--- config.mk ---
export PLATFORM = sky130hd
export DESIGN_NAME = gcd_requester_flat
export DESIGN_NICKNAME = d
export VERILOG_FILES = /design/src/rtl/gcd_requester_if.sv /design/src/rtl/gcd_requester.sv /design/src/flat_wrapper.sv
export SDC_FILE = /design/constraint.sdc
export NUM_CORES = 1
export LEC_CHECK = 0
export BUFFER_PORTS_ARGS = -buffer_cell sky130_fd_sc_hd__buf_2
export CORE_ASPECT_RATIO = 1.2
export CORE_MARGIN = 2
export CORE_UTILIZATION = 45
export CTS_CLUSTER_DIAMETER = 150
export DETAILED_ROUTE_END_ITERATION = 7
export HOLD_SLACK_MARGIN = 0.12
export PLACE_DENSITY = 0.76
export SYNTH_ARGS = -nofsm -noshare
export SYNTH_HDL_FRONTEND = slang
export SYNTH_SLANG_ARGS = --single-unit
--- constraint.sdc ---
create_clock -name Clk -period 4.7 [get_ports Clk]
set_input_delay 0.235 -clock Clk [delete_from_list [all_inputs] [get_ports Clk]]
set_output_delay 0.235 -clock Clk [all_outputs]
set_load 0.05 [all_outputs]
--- src/rtl/gcd_requester_if.sv ---
// gcd_requester_if
//   Handshake between the operand-issuing requester and the GCD unit.
//   master (requester): drives In_A, In_B, In_ready, Result_taken;
//                       samples Result_valid, Result.
//   slave  (GCD unit) : the mirror image.
interface gcd_requester_if #(
  parameter int numOfBits = 5
);
  logic [numOfBits-1:0] In_A;
  logic [numOfBits-1:0] In_B;
  logic                 In_ready;
  logic                 Result_valid;
  logic [numOfBits-1:0] Result;
  logic                 Result_taken;

  modport master (
    output In_A, In_B, In_ready, Result_taken,
    input  Result_valid, Result
  );

  modport slave (
    input  In_A, In_B, In_ready, Result_taken,
    output Result_valid, Result
  );
endinterface

--- src/rtl/gcd_requester.sv ---
// gcd_requester
//   Buffers operand pairs from a host in a small circular FIFO, presents each
//   pair to a GCD unit, waits for the result, acknowledges it and forwards it
//   to the host as a one-cycle pulse. A watchdog raises a sticky Error when
//   the GCD unit fails to answer within TIMEOUT cycles of WAIT.
// Ports:
//   Clk, nrst         clock, synchronous active-low reset
//   Push/Push_A/B     host enqueue request and operands
//   Full              FIFO holds DEPTH pairs (pushes dropped)
//   gcd (master)      In_A/In_B/In_ready out, Result_valid/Result in,
//                     Result_taken out
//   Out_valid/Out_data one-cycle result pulse to the host
//   Busy              transaction in flight or FIFO non-empty
//   Error             sticky watchdog timeout flag
module gcd_requester #(
  parameter int numOfBits = 5,
  parameter int DEPTH     = 4,
  parameter int TIMEOUT   = 128
) (
  input  logic                 Clk,
  input  logic                 nrst,
  input  logic                 Push,
  input  logic [numOfBits-1:0] Push_A,
  input  logic [numOfBits-1:0] Push_B,
  output logic                 Full,
  gcd_requester_if.master      gcd,
  output logic                 Out_valid,
  output logic [numOfBits-1:0] Out_data,
  output logic                 Busy,
  output logic                 Error
);

  localparam int AW = $clog2(DEPTH);
  localparam int CW = AW + 1;
  localparam int WW = $clog2(TIMEOUT + 1);
  localparam int PW = 2 * numOfBits;

  typedef enum logic [1:0] {IDLE, ISSUE, WAIT, TAKE} state_e;

  state_e               state_q, state_d;
  logic [PW-1:0]        mem_q [DEPTH];
  logic [AW-1:0]        wr_ptr_q, wr_ptr_d;
  logic [AW-1:0]        rd_ptr_q, rd_ptr_d;
  logic [CW-1:0]        count_q, count_d;
  logic [WW-1:0]        wd_q, wd_d;
  logic [numOfBits-1:0] in_a_q, in_a_d;
  logic [numOfBits-1:0] in_b_q, in_b_d;
  logic [numOfBits-1:0] out_data_q, out_data_d;
  logic                 in_ready_q, in_ready_d;
  logic                 taken_q, taken_d;
  logic                 out_valid_q, out_valid_d;
  logic                 busy_q, busy_d;
  logic                 full_q, full_d;
  logic                 error_q, error_d;
  logic                 push_ok;
  logic                 pop;

  always_comb begin
    state_d    = state_q;
    wr_ptr_d   = wr_ptr_q;
    rd_ptr_d   = rd_ptr_q;
    count_d    = count_q;
    wd_d       = wd_q;
    in_a_d     = in_a_q;
    in_b_d     = in_b_q;
    out_data_d = out_data_q;
    error_d    = error_q;

    // Full is judged on the pre-edge count, so a pop in the same cycle
    // does not make room for a push.
    push_ok = Push && (count_q != CW'(DEPTH));
    pop     = (state_q == IDLE) && (count_q != '0);

    if (push_ok) wr_ptr_d = wr_ptr_q + 1'b1;
    if (pop) begin
      rd_ptr_d = rd_ptr_q + 1'b1;
      in_a_d   = mem_q[rd_ptr_q][PW-1:numOfBits];
      in_b_d   = mem_q[rd_ptr_q][numOfBits-1:0];
    end

    unique case ({push_ok, pop})
      2'b10:   count_d = count_q + 1'b1;
      2'b01:   count_d = count_q - 1'b1;
      default: count_d = count_q;
    endcase

    unique case (state_q)
      IDLE:  if (pop) state_d = ISSUE;
      ISSUE: begin
        state_d = WAIT;
        wd_d    = '0;
      end
      WAIT: begin
        if (gcd.Result_valid) begin
          out_data_d = gcd.Result;
          state_d    = TAKE;
        end else if (wd_q == WW'(TIMEOUT - 1)) begin
          error_d = 1'b1;
          state_d = IDLE;
        end else begin
          wd_d = wd_q + 1'b1;
        end
      end
      TAKE:    state_d = IDLE;
      default: state_d = IDLE;
    endcase

    // Outputs are registered copies of the next-state decode, which makes
    // them Moore outputs of the state register without extra latency.
    in_ready_d  = (state_d == ISSUE);
    taken_d     = (state_d == TAKE);
    out_valid_d = (state_d == TAKE);
    busy_d      = (state_d != IDLE) || (count_d != '0);
    full_d      = (count_d == CW'(DEPTH));
  end

  always_ff @(posedge Clk) begin
    if (!nrst) begin
      state_q     <= IDLE;
      wr_ptr_q    <= '0;
      rd_ptr_q    <= '0;
      count_q     <= '0;
      wd_q        <= '0;
      in_a_q      <= '0;
      in_b_q      <= '0;
      out_data_q  <= '0;
      in_ready_q  <= 1'b0;
      taken_q     <= 1'b0;
      out_valid_q <= 1'b0;
      busy_q      <= 1'b0;
      full_q      <= 1'b0;
      error_q     <= 1'b0;
    end else begin
      state_q     <= state_d;
      wr_ptr_q    <= wr_ptr_d;
      rd_ptr_q    <= rd_ptr_d;
      count_q     <= count_d;
      wd_q        <= wd_d;
      in_a_q      <= in_a_d;
      in_b_q      <= in_b_d;
      out_data_q  <= out_data_d;
      in_ready_q  <= in_ready_d;
      taken_q     <= taken_d;
      out_valid_q <= out_valid_d;
      busy_q      <= busy_d;
      full_q      <= full_d;
      error_q     <= error_d;
    end
  end

  // Storage needs no reset: the pointers define which entries are live.
  always_ff @(posedge Clk) begin
    if (nrst && push_ok) mem_q[wr_ptr_q] <= {Push_A, Push_B};
  end

  assign gcd.In_A         = in_a_q;
  assign gcd.In_B         = in_b_q;
  assign gcd.In_ready     = in_ready_q;
  assign gcd.Result_taken = taken_q;
  assign Out_valid        = out_valid_q;
  assign Out_data         = out_data_q;
  assign Busy             = busy_q;
  assign Full             = full_q;
  assign Error            = error_q;

endmodule

--- src/flat_wrapper.sv ---
// flat-port wrapper written by rule: the top's interface ports become plain ports
module gcd_requester_flat 
#(
  parameter int numOfBits = 5,
  parameter int DEPTH     = 4,
  parameter int TIMEOUT   = 128
)
  (Clk, nrst, Push, Push_A, Push_B, Full, Out_valid, Out_data, Busy, Error, gcd_In_A, gcd_In_B, gcd_In_ready, gcd_Result_taken, gcd_Result_valid, gcd_Result);
  gcd_requester_if #(.numOfBits(numOfBits)) gcd_i ();
  input  logic Clk;
  input  logic nrst;
  input  logic Push;
  input  logic [numOfBits-1:0] Push_A;
  input  logic [numOfBits-1:0] Push_B;
  output logic Full;
  output logic Out_valid;
  output logic [numOfBits-1:0] Out_data;
  output logic Busy;
  output logic Error;
  output wire logic [$bits(gcd_i.In_A)-1:0] gcd_In_A;
  output wire logic [$bits(gcd_i.In_B)-1:0] gcd_In_B;
  output wire logic [$bits(gcd_i.In_ready)-1:0] gcd_In_ready;
  output wire logic [$bits(gcd_i.Result_taken)-1:0] gcd_Result_taken;
  input wire logic [$bits(gcd_i.Result_valid)-1:0] gcd_Result_valid;
  input wire logic [$bits(gcd_i.Result)-1:0] gcd_Result;
  assign gcd_In_A = gcd_i.In_A;
  assign gcd_In_B = gcd_i.In_B;
  assign gcd_In_ready = gcd_i.In_ready;
  assign gcd_Result_taken = gcd_i.Result_taken;
  assign gcd_i.Result_valid = gcd_Result_valid;
  assign gcd_i.Result = gcd_Result;
  gcd_requester #(.numOfBits(numOfBits), .DEPTH(DEPTH), .TIMEOUT(TIMEOUT)) u_core (.Clk(Clk), .nrst(nrst), .Push(Push), .Push_A(Push_A), .Push_B(Push_B), .Full(Full), .gcd(gcd_i), .Out_valid(Out_valid), .Out_data(Out_data), .Busy(Busy), .Error(Error));
endmodule
==> flow_metrics.tcl <==
set metrics [dict create \
    yosysSeqAreaShare 0.626 \
    fin_crit_sh 0.577 \
    final_nets 313 \
    clock_path_buffers 2 \
    powerDensity_nw_per_um2 563 \
    clkPwrFrac 0.274 \
    cts_tree "yes" \
    place_area_um2 3360 \
    p_int_mw 1.32 \
    drive_above_1_share 0.236 \
    cts_root_buf "clkbuf_8" \
    synth_compound_area_frac 0.0803 \
    yosys.area_share.adder 0.0307 \
    die_x_um 79.8 \
    dr.pass1.iters 4 \
    p_sw_mw 0.755 \
    synth_top_flop_cell "edfxtp_1" \
    hold_viol 0 \
    synth_edf_count 40 \
    grt_util_met1 0.176 \
    synth_top_family_by_area "simple AND/OR/NAND/NOR gates" \
    post_cts_buffers 0 \
    hp-class "primary input to flip-flop" \
    io_pins 40 \
    fin_crit_ps 2710 \
    drtIter0Drc 86 \
    num_vias 1953 \
    htreeDepth 3 \
    fp.coreArea_um2 6770 \
    cp.arrival_ps 2950 \
    rsz0062_at_grt "no" \
    hold_depth 3 \
    cts-resized-gates 0 \
    area_growth_pct 18.8 \
    worst_slack_ps 1990 \
    grt_use_total 0.162 \
    numCtsBuffers 9 \
    power_frac_seq 0.425 \
    cts.sinks 77 \
    synth.area.mux_share 0.0758 \
    grt.busiest_layer "met2" \
    combinationalPowerShare 0.301 \
    slew_headroom 0.488 \
    dp_hpwl_um 3730 \
    post_drt_via_cell_ratio 5.15 \
    maxSlewViolCount 0 \
    async_flop_share 0 \
    synth.avg_cell_area_um2 13.0 \
    status "finished clean" \
    rows 33 \
    routedWlPerCell_um 14.4 \
    finalClockSkew_ps 7.89 \
    die_h_um 94.9 \
    ys_types 41 \
    diodes 0 \
    worst_pin_slew_ps 767 \
    worstSkewPairLatency_ps 350 \
    synth_area_um2 3100 \
    antenna_found_initial 0 \
    grt_max_degree 39 \
    grt_pass1_vias 1902 \
    n_fill_cell 589 \
    grt_use_met2 0.282 \
    drtAntennaViolNets 0 \
    clk_pin_slew_ps 90 \
    grt_pass1_wl_um 8970 \
    post-place-ws_ps 1970 \
    finalSetupViolations 0 \
    criticalPathCategory "flip-flop to flip-flop" \
    synth_xor_area_frac 0.0226 \
    cap_violations 0 \
    fin_setup_tns_ps 0 \
    p_leak_nw 1.42 \
    die_area_um2 7580 \
    use_met3 0.0373 \
    grt-ovfl-total 0 \
    yosys.area_share.simple 0.138 \
    syn_nets 264 \
    swShare 0.364 \
    worst-path-max-fanout 12 \
    gp_congestion 0.852 \
    yosys_warnings 0 \
    cp-start-kind "flip-flop" \
    fmax_mhz 369 \
    endpoint_kind "flip-flop" \
    synth_seq_cells 77 \
    synthCells 238 \
    drt_wl_total_um 5470 \
    fin_area_um2 3680 \
    r2r_cells 10 \
    port_buffers 39 \
    start_util 0.458 \
    critPathRequiredTime_ps 4940 \
    drc 0 \
    vdd_drop_max_uv 215 \
]
[cells in the final DEF, fill, tap and decap left out, drive strengths merged, types with 8 or more instances in the layout]
master / n
dlygate4sd3: 10
dfxtp: 37
and2: 8
nand2: 33
edfxtp: 40
mux4: 10
inv: 13
a21boi: 17
buf: 39
nand3: 10
nor2: 10
and3: 8
clkbuf: 9
[kinds of logic after synthesis]
logic type               after synthesis
flip-flops                            77
multiplexers                          11
buffers and inverters                 20
AO/OA/AOI/OAI                         33
AND/OR/NAND/NOR                       82
adder cells (fa/ha/maj)                7
XOR/XNOR                               8
[layout make-up]
cell class	instances	area, um^2	area share
timing repair buffer	49	295	0.0802
tap	87	109	0.0296
multi-input combinational	141	1080	0.292
sequential	77	1940	0.527
clock buffer	9	124	0.0336
inverter	9	33.8	0.00917
clock inverter	7	103	0.0279
[metal layers]
metal	share of wire	wire length, um	vias to the layer above
met3	0.049	269	12
met4	0.024	133	0
met1	0.41	2230	936
met2	0.52	2840	47
met5	0	0	-
li1	-	-	958
[metrics by stage]
stage | util | cells | total power, mW | hold WS, ps
2_1_floorplan | - | 238 | 1.38 | 334
3_3_place_gp | 0.496 | 353 | 1.51 | 438
3_5_place_dp | 0.496 | 353 | 1.52 | 444
4_1_cts | 0.544 | 379 | 2.10 | 122
5_1_grt | 0.544 | 379 | 2.19 | 127
6_report | 0.544 | 379 | 2.08 | 132
[cells in the mapped netlist (2+ instances only)]
cell type | n | share of area
edfxtp_1 | 40 | 0.39
dfxtp_1 | 37 | 0.24
nand2_1 | 33 | 0.040
a21boi_1 | 17 | 0.041
mux4_2 | 10 | 0.073
nand3_1 | 10 | 0.016
nor2_1 | 10 | 0.012
and2_1 | 8 | 0.016
and3_1 | 8 | 0.016
inv_1 | 8 | 0.0097
clkbuf_1 | 7 | 0.0085
ha_1 | 6 | 0.024
xnor2_1 | 4 | 0.011
xor2_1 | 4 | 0.011
buf_2 | 3 | 0.0048
nor2b_1 | 3 | 0.0061
o211ai_1 | 3 | 0.0073
a31oi_1 | 2 | 0.0040
o21a_1 | 2 | 0.0048
o31ai_1 | 2 | 0.0048
[timing repair]
action	CTS	global route
endpoints found under the setup margin	0	0
hold buffers	10	0
endpoints found under the hold margin	40	0
[path summary, 6_finish.rpt]
check	startpoint	end	slack, ps
worst max-delay path	u_core.count_q[2]$_SDFF_PN0_	u_core.Busy$_SDFF_PN0_	1990
worst min-delay path	gcd_Result[0]	u_core.Out_data[0]$_SDFFE_PN0P_	130
worst max register to register	u_core.count_q[2]$_SDFF_PN0_	u_core.Busy$_SDFF_PN0_	1990
worst min register to register	u_core.Out_data[1]$_SDFFE_PN0P_	u_core.Out_data[1]$_SDFFE_PN0P_	450
[sequential cells by signal, summed over array words and instances, names as in the netlist]
name / count
u_core.Busy: 1
u_core.Error: 1
u_core.Full: 1
u_core.Out_data: 5
u_core.count_q: 3
u_core.gcd.In_A: 5
u_core.gcd.In_B: 5
u_core.gcd.In_ready: 1
u_core.gcd.Result_taken: 1
u_core.mem_q: 40
u_core.rd_ptr_q: 2
u_core.state_q: 2
u_core.wd_q: 8
u_core.wr_ptr_q: 2
[critical path, stage by stage, from the launching register on]
cell and delay [ps]:
dfxtp_1 360, or3_1 420, nand2_1 330, inv_2 170, ha_1 270, inv_1 80, fa_1 180, xor2_1 140
nor2_1 70, xor2_1 160, o41a_1 420
[power groups by stage]
stage	Clock [mW]	Combinational, mW	Sequential (mW)
after global routing	0.608	0.679	0.899
final	0.569	0.624	0.883
after CTS	0.579	0.629	0.888
after global placement	0	0.608	0.898
after detailed placement	0	0.621	0.903
after floorplan	0	0.324	1.06
No activity file was read; power rests on OpenSTA's default activity.
